**config.mk**
```make
export PLATFORM = sky130hd
export DESIGN_NAME = idu_pipe
export DESIGN_NICKNAME = d
export VERILOG_FILES = /design/src/rtl/idu_pipe.sv
export SDC_FILE = /design/constraint.sdc
export NUM_CORES = 1
export LEC_CHECK = 0
export CORE_AREA = 2 2 186 188
export DETAILED_ROUTE_END_ITERATION = 6
export DIE_AREA = 0 0 188 190
export GPL_TIMING_DRIVEN = 0
export PLACE_DENSITY_LB_ADDON = 0.25
export SKIP_CTS_REPAIR_TIMING = 1
export SLEW_MARGIN = 10
export SYNTH_ARGS = -nofsm -noshare
export SYNTH_HDL_FRONTEND = slang
export SYNTH_SLANG_ARGS = --single-unit
export TNS_END_PERCENT = 100
```
**constraint.sdc**
```tcl
create_clock -name clk -period 15.77 [get_ports clk]
set_clock_uncertainty 0.2 [all_clocks]
set_input_delay 2.3655 -clock clk [delete_from_list [all_inputs] [get_ports clk]]
set_output_delay 2.3655 -clock clk [all_outputs]
set_load 0.02 [all_outputs]
```
**src/rtl/idu_pipe.sv**
```systemverilog
// idu_pipe: RV32I/RV64I(M) decode stage. Instructions from fetch are decoded
// combinationally and written into a small FIFO. Execute consumes entries from
// the FIFO head, so stalls in execute never reach fetch combinationally.
module idu_pipe #(
    parameter int          XLEN     = 64,
    parameter int          QDEPTH   = 2,
    parameter logic [63:0] RESET_PC = 64'h80000000
) (
    input  logic                        clk,
    input  logic                        rst_n,
    input  logic                        flush,
    input  logic                        in_vld,
    output logic                        in_rdy,
    input  logic [31:0]                 in_inst,
    input  logic [XLEN-1:0]             in_pc,
    output logic                        out_vld,
    input  logic                        out_rdy,
    output logic [XLEN-1:0]             out_pc,
    output logic [31:0]                 out_inst,
    output logic [4:0]                  out_rd,
    output logic [4:0]                  out_rs1,
    output logic [4:0]                  out_rs2,
    output logic [XLEN-1:0]             out_imm,
    output logic [5:0]                  out_fmt,
    output logic                        out_wb,
    output logic                        out_ld,
    output logic                        out_st,
    output logic                        out_br,
    output logic                        out_jal,
    output logic                        out_jalr,
    output logic                        out_sys,
    output logic                        out_w,
    output logic                        out_call,
    output logic                        out_ret,
    output logic                        out_ebreak,
    output logic                        out_illegal,
    output logic [$clog2(QDEPTH+1)-1:0] count
);

    localparam int            CW       = $clog2(QDEPTH + 1);
    localparam int            PW       = (QDEPTH > 1) ? $clog2(QDEPTH) : 1;
    localparam logic [PW-1:0] PTR_LAST = PW'(QDEPTH - 1);
    localparam bit            RV32     = (XLEN == 32);

    localparam logic [6:0] OPC_LOAD     = 7'b0000011;
    localparam logic [6:0] OPC_OP_IMM   = 7'b0010011;
    localparam logic [6:0] OPC_AUIPC    = 7'b0010111;
    localparam logic [6:0] OPC_OP_IMM32 = 7'b0011011;
    localparam logic [6:0] OPC_STORE    = 7'b0100011;
    localparam logic [6:0] OPC_OP       = 7'b0110011;
    localparam logic [6:0] OPC_LUI      = 7'b0110111;
    localparam logic [6:0] OPC_OP32     = 7'b0111011;
    localparam logic [6:0] OPC_BRANCH   = 7'b1100011;
    localparam logic [6:0] OPC_JALR     = 7'b1100111;
    localparam logic [6:0] OPC_JAL      = 7'b1101111;
    localparam logic [6:0] OPC_SYSTEM   = 7'b1110011;

    // Handshake: a transfer happens on a rising edge when valid and ready are
    // both high in the preceding cycle. in_rdy depends only on occupancy and
    // out_vld only on occupancy; neither looks at the opposite side's ready,
    // and a flush cycle drops the offered input regardless of in_rdy.

    typedef struct packed {
        logic [XLEN-1:0] pc;
        logic [31:0]     inst;
        logic [XLEN-1:0] imm;
        logic [5:0]      fmt;
        logic            wb;
        logic            ld;
        logic            st;
        logic            br;
        logic            jal;
        logic            jalr;
        logic            sys;
        logic            w;
        logic            call;
        logic            ret;
        logic            ebreak;
        logic            illegal;
    } entry_t;

    // ---------------- decode ----------------
    logic [6:0] opc;
    logic [2:0] funct3;
    logic [4:0] rd_idx;
    logic [4:0] rs1_idx;
    logic       is_load, is_op_imm, is_auipc, is_op_imm32, is_store, is_op;
    logic       is_lui, is_op32, is_branch, is_jalr, is_jal, is_system;
    logic       fmt_i, fmt_u, fmt_s, fmt_j, fmt_r, fmt_b;
    logic       known_opc, rv32_bad, legal;
    logic       rd_link, rs1_link;

    assign opc     = in_inst[6:0];
    assign funct3  = in_inst[14:12];
    assign rd_idx  = in_inst[11:7];
    assign rs1_idx = in_inst[19:15];

    assign is_load     = (opc == OPC_LOAD);
    assign is_op_imm   = (opc == OPC_OP_IMM);
    assign is_auipc    = (opc == OPC_AUIPC);
    assign is_op_imm32 = (opc == OPC_OP_IMM32);
    assign is_store    = (opc == OPC_STORE);
    assign is_op       = (opc == OPC_OP);
    assign is_lui      = (opc == OPC_LUI);
    assign is_op32     = (opc == OPC_OP32);
    assign is_branch   = (opc == OPC_BRANCH);
    assign is_jalr     = (opc == OPC_JALR);
    assign is_jal      = (opc == OPC_JAL);
    assign is_system   = (opc == OPC_SYSTEM);

    assign fmt_i = is_op_imm | is_op_imm32 | is_jalr | is_load | is_system;
    assign fmt_u = is_lui | is_auipc;
    assign fmt_s = is_store;
    assign fmt_j = is_jal;
    assign fmt_r = is_op | is_op32;
    assign fmt_b = is_branch;

    assign known_opc = fmt_i | fmt_u | fmt_s | fmt_j | fmt_r | fmt_b;

    // RV64-only encodings that an RV32 core must trap on: word ops,
    // LD/SD/LWU and shift-immediates with a 6-bit shamt.
    assign rv32_bad = RV32 & (is_op32 | is_op_imm32
                    | ((is_load | is_store) & ((funct3 == 3'b011) | (funct3 == 3'b110)))
                    | (is_op_imm & ((funct3 == 3'b001) | (funct3 == 3'b101)) & in_inst[25]));

    assign legal = (in_inst[1:0] == 2'b11) & known_opc & ~rv32_bad;

    assign rd_link  = (rd_idx == 5'd1) | (rd_idx == 5'd5);
    assign rs1_link = (rs1_idx == 5'd1) | (rs1_idx == 5'd5);

    entry_t dec;

    // Build the decoded entry; illegal words keep pc/inst but lose all class flags.
    always_comb begin
        dec      = '0;
        dec.pc   = in_pc;
        dec.inst = in_inst;
        if (fmt_i)
            dec.imm = {{(XLEN-12){in_inst[31]}}, in_inst[31:20]};
        else if (fmt_s)
            dec.imm = {{(XLEN-12){in_inst[31]}}, in_inst[31:25], in_inst[11:7]};
        else if (fmt_b)
            dec.imm = {{(XLEN-13){in_inst[31]}}, in_inst[31], in_inst[7],
                       in_inst[30:25], in_inst[11:8], 1'b0};
        else if (fmt_u)
            dec.imm = {{(XLEN-32){in_inst[31]}}, in_inst[31:12], 12'b0};
        else if (fmt_j)
            dec.imm = {{(XLEN-21){in_inst[31]}}, in_inst[31], in_inst[19:12],
                       in_inst[20], in_inst[30:21], 1'b0};
        dec.illegal = ~legal;
        if (legal) begin
            dec.fmt    = {fmt_b, fmt_r, fmt_j, fmt_s, fmt_u, fmt_i};
            dec.wb     = fmt_r | fmt_j | fmt_u | (fmt_i & ~(is_system & (funct3 == 3'b000)));
            dec.ld     = is_load;
            dec.st     = is_store;
            dec.br     = is_branch;
            dec.jal    = is_jal;
            dec.jalr   = is_jalr;
            dec.sys    = is_system;
            dec.w      = is_op32 | is_op_imm32;
            dec.call   = (is_jal | is_jalr) & rd_link;
            dec.ret    = is_jalr & rs1_link & (~rd_link | (rs1_idx != rd_idx));
            dec.ebreak = is_system & (funct3 == 3'b000) & (in_inst[21:20] == 2'b01);
        end
    end

    // ---------------- queue ----------------
    entry_t        mem [QDEPTH];
    logic [PW-1:0] head;
    logic [PW-1:0] tail;
    logic          push;
    logic          pop;

    assign in_rdy  = (count < CW'(QDEPTH));
    assign out_vld = (count != '0);
    assign push    = in_vld & in_rdy & ~flush;
    assign pop     = out_vld & out_rdy;

    function automatic logic [PW-1:0] next_ptr(input logic [PW-1:0] p);
        return (p == PTR_LAST) ? '0 : p + 1'b1;
    endfunction

    // Storage has no reset; stale entries are hidden behind count == 0.
    always_ff @(posedge clk) begin
        if (push)
            mem[tail] <= dec;
    end

    // Pointers and occupancy; flush empties the queue, push is already gated by flush.
    always_ff @(posedge clk or negedge rst_n) begin
        if (!rst_n) begin
            head  <= '0;
            tail  <= '0;
            count <= '0;
        end else if (flush) begin
            head  <= '0;
            tail  <= '0;
            count <= '0;
        end else begin
            if (push)
                tail <= next_ptr(tail);
            if (pop)
                head <= next_ptr(head);
            if (push && !pop)
                count <= count + 1'b1;
            else if (pop && !push)
                count <= count - 1'b1;
        end
    end

    // ---------------- head presentation ----------------
    entry_t shown;

    // An empty queue shows the reset pattern so outputs are defined in and after reset.
    always_comb begin
        shown    = '0;
        shown.pc = RESET_PC[XLEN-1:0];
        if (out_vld)
            shown = mem[head];
    end

    assign out_pc      = shown.pc;
    assign out_inst    = shown.inst;
    assign out_rd      = shown.inst[11:7];
    assign out_rs1     = shown.inst[19:15];
    assign out_rs2     = shown.inst[24:20];
    assign out_imm     = shown.imm;
    assign out_fmt     = shown.fmt;
    assign out_wb      = shown.wb;
    assign out_ld      = shown.ld;
    assign out_st      = shown.st;
    assign out_br      = shown.br;
    assign out_jal     = shown.jal;
    assign out_jalr    = shown.jalr;
    assign out_sys     = shown.sys;
    assign out_w       = shown.w;
    assign out_call    = shown.call;
    assign out_ret     = shown.ret;
    assign out_ebreak  = shown.ebreak;
    assign out_illegal = shown.illegal;

endmodule

```
; Word level (Yosys, flattened, before mapping)
; Memories as Yosys holds them, arrays and structs flattened.
; Cells that the tools add are included.
[totals]
reg_bits = 4
ram_bits = 356
out_inout_bits = 197
mem_count = 1
[classes]
add_sub_neg = 4
magnitude_cmp = 1
eq_ne = 19
muxes = 18
bitwise_logic = 33
reduce_logical = 9
[mem_list]
columns = memory, words, width, read_ports, rd_ports_with_merged_regs, wr, line_no
row1 = mem, 2, 178, 1, 0, 1, 168  ; entry_t mem [QDEPTH];
[op_table]
columns = op, n
row1 = $mux W64, 5
row2 = $mux W178, 1
row3 = $eq A7 B6 Y1 const B, 4
row4 = $eq A7 B7 Y1 const B, 4
row5 = $eq A7 B5 Y1 const B, 3
row6 = $or A1 B1 Y1, 19
row7 = $mux W17, 1
row8 = $and A1 B1 Y1, 10
row9 = $eq A5 B1 Y1 const B, 2
row10 = $eq A5 B3 Y1 const B, 2
row11 = $mux W1, 8
row12 = $eq A7 B2 Y1 const B, 1
row13 = $mux W2, 3
row14 = $reduce_bool A2 Y1, 3
row15 = $ne A5 B5 Y1, 1
row16 = $not A1 Y1, 4
row17 = $logic_not A3 Y1, 1
row18 = $reduce_bool A3 Y1, 1
row19 = $add A1 B1 Y1 const B, 2
row20 = $add A2 B1 Y2 const B, 1
row21 = $eq A2 B1 Y1 const B, 1
row22 = $eq A2 B2 Y1 const B, 1
row23 = $logic_and A1 B1 Y1, 2
row24 = $logic_not A1 Y1, 2
row25 = other kinds (2), 2

; Depth between registers and ports, before layout
; Gate-level depths: netlist of the first run.
[depth]
ltp_word = 12
ltp_mapped = 6
depth_no_buf = 5

; Worst setup path after synthesis of the first run
; Ideal clock, no wire load.
[synth_timing]
path_kind = input to register
startpoint = in in_vld
endpoint = mem mem[1][0] (netlist bit), enable pin
arrival_ns = 12.922
required_ns = 14.720
slack_ns = 1.798
stages = 2
cell_sequence = nand2_1 > nor3b_1
[synth_between]
elab_chain_cells = 4
[synth_lines]
columns = element, line_no
row1 = start: declaration, 12  ; input logic in_vld,
row2 = $and A1 B1 Y1 (2 in series), 176  ; assign push = in_vld & in_rdy & ~flush;
row3 = $mux W1, 185  ; if (push)
row4 = $mux W1 (implied by the code), 186  ; mem[tail] <= dec;
row5 = end: declaration, 168
; No other way between the ends.

; Final worst setup path of the first run
[layout_timing]
startpoint = reg count[1]
endpoint = out out_imm[61]
[layout_between]
elab_chain_cells = 2
[layout_lines]
columns = element, line_no
row1 = start: declaration, 37  ; output logic [$clog2(QDEPTH+1)-1:0] count
row2 = start signal: assignment, 205  ; count <= count + 1'b1;
row3 = start signal: assignment, 207  ; count <= count - 1'b1;
row4 = $reduce_bool A2 Y1, 175  ; assign out_vld = (count != '0);
row5 = $mux W178, 218  ; if (out_vld)
row6 = end: declaration, 23  ; output logic [XLEN-1:0] out_imm,
; No other way between the ends.

==> results.sh, run 1 <==
export IMPL_status="finished, final reports clean"
export IMPL_grt_pass1_wl_mm=44.26
export IMPL_p_leak_nw=6.032
export IMPL_syn_area_mm2=0.01202
export IMPL_hold_start="tail$_DFFE_PN0P_"
export IMPL_dpl_hpwl_mm=21.16
export IMPL_start_kind="flip-flop"
export IMPL_drt_pass1_iterations=4
export IMPL_ys_flop_type="edfxtp_1"
export IMPL_fmax_ghz=0.1562
export IMPL_layout_drive_gt1_share=0.1477
export IMPL_std_cell_rows=68
export IMPL_cts_root_buffer="clkbuf_16"
export IMPL_grt_overflow_total=0
export IMPL_via_per_inst=4.541
export IMPL_start_util=0.3542
export IMPL_clockBufferDepth=3
export IMPL_hold_path_class="reg2reg"
export IMPL_required_ps=13200
export IMPL_async_flop_share=0.01379
export IMPL_die_y_um=190
export IMPL_post_route_period_util=0.4059
export IMPL_setup_tns_ps=0
export IMPL_r2r_slack_ps=12960
export IMPL_relSlewSlack=0.4005
export IMPL_drt_wirelength_per_cell_um=18.12
export IMPL_grt_max_degree=19
export IMPL_avgSynthCellArea_um2=15.34
export IMPL_power_density_mw_per_mm2=113.0
export IMPL_track_usage=0.1611
export IMPL_clk_pin_slew_ps=60
export IMPL_port_buffers=297
export IMPL_synth_seq_cells=290
export IMPL_timing_rr_end="mem[0][150]$_DFFE_PP_"
export IMPL_area_growth_pct=40.51
export IMPL_ys_seq_area_frac=0.7226
export IMPL_arrival_ps=3840
export IMPL_synth_cell_types=45
export IMPL_ant_nets=0
export IMPL_synth_nets=885
export IMPL_synth_edff_count=286
export IMPL_die_area_mm2=0.03572
export IMPL_num_io_pins=298
export IMPL_vias=7383
export IMPL_cts_tree="built"
export IMPL_htreeDepth=1
export IMPL_gp_congestion=0.7975
export IMPL_drcViolationCount=0
export IMPL_end_kind="output port"
export IMPL_clk_insertion_delay_late_ps=560
export IMPL_numCtsBuffers=31
export IMPL_stdcell_area_mm2=0.01690
export IMPL_crit_fanout=18
export IMPL_crit_reg2reg_launch="count[1]$_DFFE_PN0P_"
export IMPL_clock_sinks=290
export IMPL_place_area_mm2=0.01589
export IMPL_fp_coreArea_mm2=0.03395
export IMPL_hold_violations=0
export IMPL_reg2regPathDepth=8
export IMPL_crit_end="out_imm[61]"
export IMPL_synthCells=784
export IMPL_holdWs_ps=393.3
export IMPL_dieWidth_um=188
export IMPL_fillers=2904
export IMPL_maxCapViolations=0
export IMPL_fin_crit_ps=6401
export IMPL_routed_wl_mm=29.47
export IMPL_setup_worst_path_start="count[1]$_DFFE_PN0P_"
export IMPL_finalSetupViolCount=0
export IMPL_final_nets=1248
export IMPL_crit_type="reg2out"
export IMPL_diodes=0
export IMPL_grt_antenna_before_repair=0
export IMPL_worstMarginPinSlew_ps=899.2
export IMPL_finalMaxSlewViolations=0
export IMPL_first_global_vias=7578
export IMPL_first_iter_violations=386
export IMPL_rsz0062_at_grt="no"
export IMPL_vdd_drop_max_mv=0.07746
export IMPL_yosysWarnings=0
==> worst max-delay path, cell delays in order (launching register included) <==
cell             delay, ps
dfrtp_1                440
nor2_1                 420
clkbuf_1               730
clkbuf_1               500
nor2_2                 280
buf_8                  220
buf_4                  130
clkdlybuf4s50_1        540
==> placed cells by master (no fill, tap or decap), types with 9 or more instances in the layout <==
cell type	instances
nand2_1	9
clkdlybuf4s50_1	297
clkbuf_16	31
edfxtp_1	286
mux2i_1	148
buf_6	13
and2_1	9
clkinv_2	9
nor2_1	150
buf_4	70
clkbuf_1	22
a21o_2	11
buf_2	19
a21o_1	10
==> cell type report <==
cell class,count,area [um^2],share of cell area
plain buffers,89,556.8,0.03296
clock inverters,22,217.7,0.01289
well taps,455,569.3,0.03370
multi-input cells,398,2765,0.1637
clock buffers,35,790.8,0.04680
flip-flops and latches,290,8688,0.5143
inverters,7,26.28,0.001555
repair buffers,330,3281,0.1942
==> power by group <==
group	internal, mW	total (mW)	switching [mW]
registers	0.878	0.884	0.00621
clock network	0.424	0.718	0.294
logic	0.142	0.308	0.166
==> synth_stat cells, types with 2 or more instances <==
library cell  count  area [um^2]
edfxtp_1        286         8588
nor2_1          151        566.8
mux2i_1         148         1481
buf_4            51        382.9
buf_2            19        95.09
clkbuf_1         18        67.56
a21o_2           11        96.34
a21o_1           10        75.07
and2_1            9        56.30
nand2_1           9        33.78
inv_1             7        26.28
nor2b_1           7        43.79
nand3_1           5        25.02
a21oi_1           4        20.02
and3_1            4        25.02
dfrtp_1           4        100.1
o21ai_0           4        20.02
a22o_1            3        26.28
nor3_1            3        15.01
nand2b_1          2        12.51
nand3b_1          2        15.01
nor3b_1           2        15.01
o21a_1            2        15.01
xor2_1            2        17.52
==> how the worst min path moves through the flow <==
stage	end	slack, ps	cells after the start
global route	tail$_DFFE_PN0P_	410	2
global placement	tail$_DFFE_PN0P_	340	2
CTS	tail$_DFFE_PN0P_	390	2
finish	tail$_DFFE_PN0P_	390	2
detailed placement	tail$_DFFE_PN0P_	380	2
floorplan	tail$_DFFE_PN0P_	320	2
==> sequential cells by signal (all words and copies together), names as in the netlist <==
| signal | flops |
|---|---|
| mem | 286 |
| count | 2 |
| tail | 1 |
| head | 1 |
==> routing by layer <==
metal | GRT usage | vias to the layer above | wire (um)
li1 | - | 3558 | -
met1 | 0.2035 | 3547 | 12420
met2 | 0.2735 | 239 | 14210
met3 | 0.04206 | 39 | 2157
met4 | 0.04634 | 0 | 680
met5 | 0 | - | 0
==> cells by family (layout without fill, tap and decap cells) <==
kind of cell / Yosys count / count (layout) / synth area share
compound gates: 42 / 42 / 0.02789
xor+xnor: 3 / 3 / 0.002186
simple gates: 205 / 205 / 0.07565
buf+inv: 96 / 483 / 0.04849
mux: 148 / 148 / 0.1232
flops: 290 / 290 / 0.7226
==> per-stage QoR <==
step / setup slack (ps) / util / total power [mW] / instances
final: 9369 / 0.4977 / 1.910 / 1626
after global routing: 9062 / 0.4977 / 1.984 / 1626
after CTS: 9241 / 0.4977 / 1.938 / 1626
after detailed placement: 9858 / 0.4680 / 1.213 / 1569
after floorplan: 1798 / - / 1.069 / 784
after global placement: -5782 / 0.4585 / 1.221 / 1536
(Power assumes the default switching activity.)
==> run 2, diff against run 1 <==
- clock period: 15.77 -> 5.55 ns (I/O delays scaled with it)
==> results.sh, run 2 (same netlist as run 1, synthesis figures left out) <==
export IMPL_cpLargestDelayFamily="buffers and inverters"
export IMPL_drt_pass1_iterations=5
export IMPL_clk_insertion_delay_late_ps=550
export IMPL_grt_antenna_before_repair=0
export IMPL_power_density_mw_per_mm2=319.3
export IMPL_die_area_mm2=0.03572
export IMPL_largestRegisters="mem (286), count (2)"
export IMPL_setup_worst_path_start="count[1]$_DFFE_PN0P_"
export IMPL_die_y_um=190
export IMPL_top_register="mem"
export IMPL_worstMarginPinSlew_ps=851.9
export IMPL_diodes=0
export IMPL_crit_type="reg2out"
export IMPL_relSlewSlack=0.4320
export IMPL_port_buffers=297
export IMPL_largest_reg_flops=286
export IMPL_rsz0062_at_grt="no"
export IMPL_slowest_stage="clkbuf_1"
export IMPL_dpl_hpwl_mm=20.78
export IMPL_finalPower_mw=5.422
export IMPL_fin_crit_ps=4755
export IMPL_finalSetupViolCount=0
export IMPL_clock_sinks=290
export IMPL_crit_fanout=23
export IMPL_final_cells=1615
export IMPL_path_depth=7
export IMPL_end_kind="output port"
export IMPL_arrival_ps=3720
export IMPL_stdcell_area_mm2=0.01698
export IMPL_finalMaxSlewViolations=0
export IMPL_hold_path_class="in2async"
export IMPL_worst_path_buf_inv=5
export IMPL_start_kind="flip-flop"
export IMPL_pre_cts_slack_ps=1181
export IMPL_layout_common_cells="clkdlybuf4s50_1, edfxtp_1, nor2_1"
export IMPL_first_iter_violations=423
export IMPL_vias=7398
export IMPL_grt_util_met2=0.2697
export IMPL_ant_nets=0
export IMPL_layout_drive_gt1_share=0.1371
export IMPL_dp_cells=1560
export IMPL_path_common_cell="clkbuf_1"
export IMPL_setup_slack_ps=795.0
export IMPL_utilization=0.5003
export IMPL_drt_wirelength_per_cell_um=18.21
export IMPL_status="finished, final reports clean"
export IMPL_p_leak_nw=6.012
export IMPL_drcViolationCount=0
export IMPL_hold_violations=0
export IMPL_fillers=2877
export IMPL_routed_wl_mm=29.40
export IMPL_grt_busiest_layer="met2"
export IMPL_fmax_ghz=0.2103
export IMPL_std_cell_rows=68
export IMPL_use_met3=0.03468
export IMPL_cts_tree="built"
export IMPL_place_area_mm2=0.01599
export IMPL_fp_coreArea_mm2=0.03395
export IMPL_start_util=0.3542
export IMPL_vdd_drop_max_mv=0.2172
export IMPL_num_io_pins=298
export IMPL_crit_reg2reg_launch="count[1]$_DFFE_PN0P_"
export IMPL_setup_tns_ps=0
export IMPL_required_ps=4520
export IMPL_dieWidth_um=188
export IMPL_clk_pin_slew_ps=60
export IMPL_gp_congestion=0.8276
export IMPL_holdWs_ps=270.1
export IMPL_crit_path_cell_trace="nor2_1 > clkbuf_1 > clkbuf_1 > nor2_2 > buf_8 > buf_4 > clkdlybuf4s50_1"
export IMPL_critical_path_max_stage_delay_ps=700
export IMPL_r2r_slack_ps=3070
export IMPL_grt_pass1_wl_mm=44.04
export IMPL_area_growth_pct=41.24
export IMPL_clockBufferDepth=3
export IMPL_via_per_inst=4.581
export IMPL_track_usage=0.1608
export IMPL_maxCapViolations=0
export IMPL_first_global_vias=7520
export IMPL_grt_overflow_total=0
export IMPL_post_route_period_util=0.8567
export IMPL_reg2regPathDepth=7
export IMPL_numCtsBuffers=31
export IMPL_use_met1=0.2105
export IMPL_final_nets=1239
export IMPL_cts_root_buffer="clkbuf_16"
export IMPL_grt_max_degree=24
export IMPL_htreeDepth=1
export IMPL_layout_commonest_cell="clkdlybuf4s50_1"
## run 2: path summary, 6_finish.rpt
kind                                         to
max                                 out_imm[42]
max in group asynchronous  count[1]$_DFFE_PN0P_
max reg2reg                mem[0][10]$_DFFE_PP_
min                        count[0]$_DFFE_PN0P_
min in group clk           count[0]$_DFFE_PN0P_
min reg2reg                count[0]$_DFFE_PN0P_
## run 2: power breakdown
group          switching, mW  leakage [nW]  internal, mW  total [mW]
Sequential            0.0179          2.77          2.49        2.51
Combinational          0.474          2.77         0.413       0.887
Clock                  0.817         0.475          1.21        2.02
## run 2: metal layers
layer  part of all wire  wire, um  up-vias
met5                  0         0        -
met1               0.43     12560     3559
li1                   -         -     3537
met2               0.48     14170      254
met4              0.024       718        0
met3              0.066      1951       48
## run 2: final cells by class
cell class                 instances  area, um^2  share of cell area
clock inverter                    16       186.4             0.01098
inverter                           7       26.28            0.001547
multi-input combinational        398        2778              0.1636
buffer                            89       556.8             0.03279
timing repair buffer             321        3372              0.1986
tap                              455       569.3             0.03352
clock buffer                      39       805.8             0.04745
sequential                       290        8688              0.5116
## run 2: worst register-to-register path, cell delays in order (launching register included)
cell	delay, ps
dfrtp_1	430
inv_1	90
nand2_1	200
nor3_4	500
buf_8	240
buf_8	180
buf_8	180
buf_6	170
==> run 3, diff against run 2 <==
- CAP_MARGIN: unset -> 20
==> results.sh, run 3 (same netlist as run 1, synthesis figures left out) <==
export IMPL_end_kind="output port"
export IMPL_rsz0062_at_grt="no"
export IMPL_grt_overflow_total=0
export IMPL_power_frac_seq=0.436
export IMPL_first_iter_violations=407
export IMPL_p_sw_frac=0.2383
export IMPL_maxCapViolations=0
export IMPL_drt_wirelength_per_cell_um=18.22
export IMPL_setup_tns_ps=0
export IMPL_power_density_mw_per_mm2=335.4
export IMPL_relSlewSlack=0.4454
export IMPL_via_per_inst=4.604
export IMPL_setup_slack_ps=862.8
export IMPL_power_frac_comb=0.154
export IMPL_dieWidth_um=188
export IMPL_area_growth_pct=42.89
export IMPL_die_area_mm2=0.03572
export IMPL_pre_cts_slack_ps=1192
export IMPL_start_kind="flip-flop"
export IMPL_drcViolationCount=0
export IMPL_final_nets=1242
export IMPL_cts_root_buffer="clkbuf_16"
export IMPL_finalMaxSlewViolations=0
export IMPL_layout_commonest_cell="clkdlybuf4s50_1"
export IMPL_drt_pass1_iterations=4
export IMPL_crit_type="reg2out"
export IMPL_setup_worst_path_start="count[1]$_DFFE_PN0P_"
export IMPL_largest_reg_flops=286
export IMPL_grt_antenna_before_repair=0
export IMPL_diodes=0
export IMPL_layout_drive_gt1_share=0.1442
export IMPL_crit_fanout=23
export IMPL_port_buffers=297
export IMPL_die_y_um=190
export IMPL_clk_pin_slew_ps=60
export IMPL_routed_wl_mm=29.52
export IMPL_ant_nets=0
export IMPL_largestRegisters="mem (286), count (2)"
export IMPL_hold_path_class="in2async"
export IMPL_clock_sinks=290
export IMPL_clk_insertion_delay_late_ps=500
export IMPL_layout_common_cells="clkdlybuf4s50_1, edfxtp_1, nor2_1"
export IMPL_first_global_vias=7479
export IMPL_clockBufferDepth=3
export IMPL_p_int_mw=4.389
export IMPL_vdd_drop_max_mv=0.2025
export IMPL_arrival_ps=3650
export IMPL_fin_crit_ps=4687
export IMPL_gp_congestion=0.8276
export IMPL_p_leak_nw=6.111
export IMPL_start_util=0.3542
export IMPL_fmax_ghz=0.2133
export IMPL_dpl_hpwl_mm=20.78
export IMPL_vias=7458
export IMPL_grt_max_degree=24
export IMPL_track_usage=0.1622
export IMPL_final_cells=1620
export IMPL_top_register="mem"
export IMPL_hold_violations=0
export IMPL_finalPower_mw=5.762
export IMPL_crit_reg2reg_launch="count[1]$_DFFE_PN0P_"
export IMPL_numCtsBuffers=34
export IMPL_status="finished, final reports clean"
export IMPL_num_io_pins=298
export IMPL_p_clk_frac=0.410
export IMPL_required_ps=4520
export IMPL_fp_coreArea_mm2=0.03395
export IMPL_finalSetupViolCount=0
export IMPL_std_cell_rows=68
export IMPL_p_switching_mw=1.373
export IMPL_utilization=0.5061
export IMPL_worstMarginPinSlew_ps=831.9
export IMPL_grt_pass1_wl_mm=44.02
export IMPL_dp_cells=1560
export IMPL_post_route_period_util=0.8445
export IMPL_cts_tree="built"
export IMPL_htreeDepth=2
run 3: cell types whose count changed in the layout (fill, tap and decap cells not counted), sizes merged:
cell	delta
clkinv	+3
bufinv	+3
clkbuf	-2
inv	+1
run 3: stage by stage:
step                instance area [um^2]  hold slack, ps
finish                             17180           326.6
global route                       17180           314.4
CTS                                17180           305.6
detailed placement                 15990           383.8
global placement                   15590           373.4
floorplan                          12050           336.9
run 3: path summary, 6_finish.rpt:
kind,end,slack (ps),cells past startpoint
worst max-delay path,out_imm[42],860,7
worst min-delay path,count[0]$_DFFE_PN0P_,330,1
worst max register to register,mem[0][10]$_DFFE_PP_,3090,7
worst min register to register,count[0]$_DFFE_PN0P_,380,2
max in group asynchronous,count[1]$_DFFE_PN0P_,4660,1
min in group clk,count[0]$_DFFE_PN0P_,380,2
run 3: power groups by stage:
stage,clock (mW),sequential (mW),combinational (mW)
after detailed placement,0,2.56,0.900
after global routing,2.51,2.52,0.948
after CTS,2.42,2.51,0.904
after global placement,0,2.57,0.859
after floorplan,0,2.57,0.448
final,2.36,2.51,0.887
run 3: cell type report:
| class | count | area (um^2) |
|---|---|---|
| Sequential cell | 290 | 8688 |
| Timing Repair Buffer | 321 | 3372 |
| Fill cell | 2906 | 16770 |
| Clock buffer | 37 | 883.3 |
| Buffer | 89 | 556.8 |
| Multi-Input combinational cell | 398 | 2778 |
| Tap cell | 455 | 569.3 |
| Clock inverter | 23 | 307.8 |
| Inverter | 7 | 26.28 |
run 3: critical path, stage by stage (launching register included):
cell and delay, ps:
dfrtp_1 430, nor2_1 450, clkbuf_1 680, clkbuf_1 490
nor2_2 210, buf_8 210, buf_4 130, clkdlybuf4s50_1 540
run 3: routing by layer:
metal | GRT usage | vias to the layer above | wire length, um | share of wire
met5 | 0 | - | 0 | 0
met4 | 0.05815 | 0 | 906 | 0.031
met3 | 0.03708 | 57 | 1846 | 0.063
met2 | 0.2660 | 234 | 14030 | 0.48
met1 | 0.2117 | 3610 | 12740 | 0.43
li1 | - | 3557 | - | -
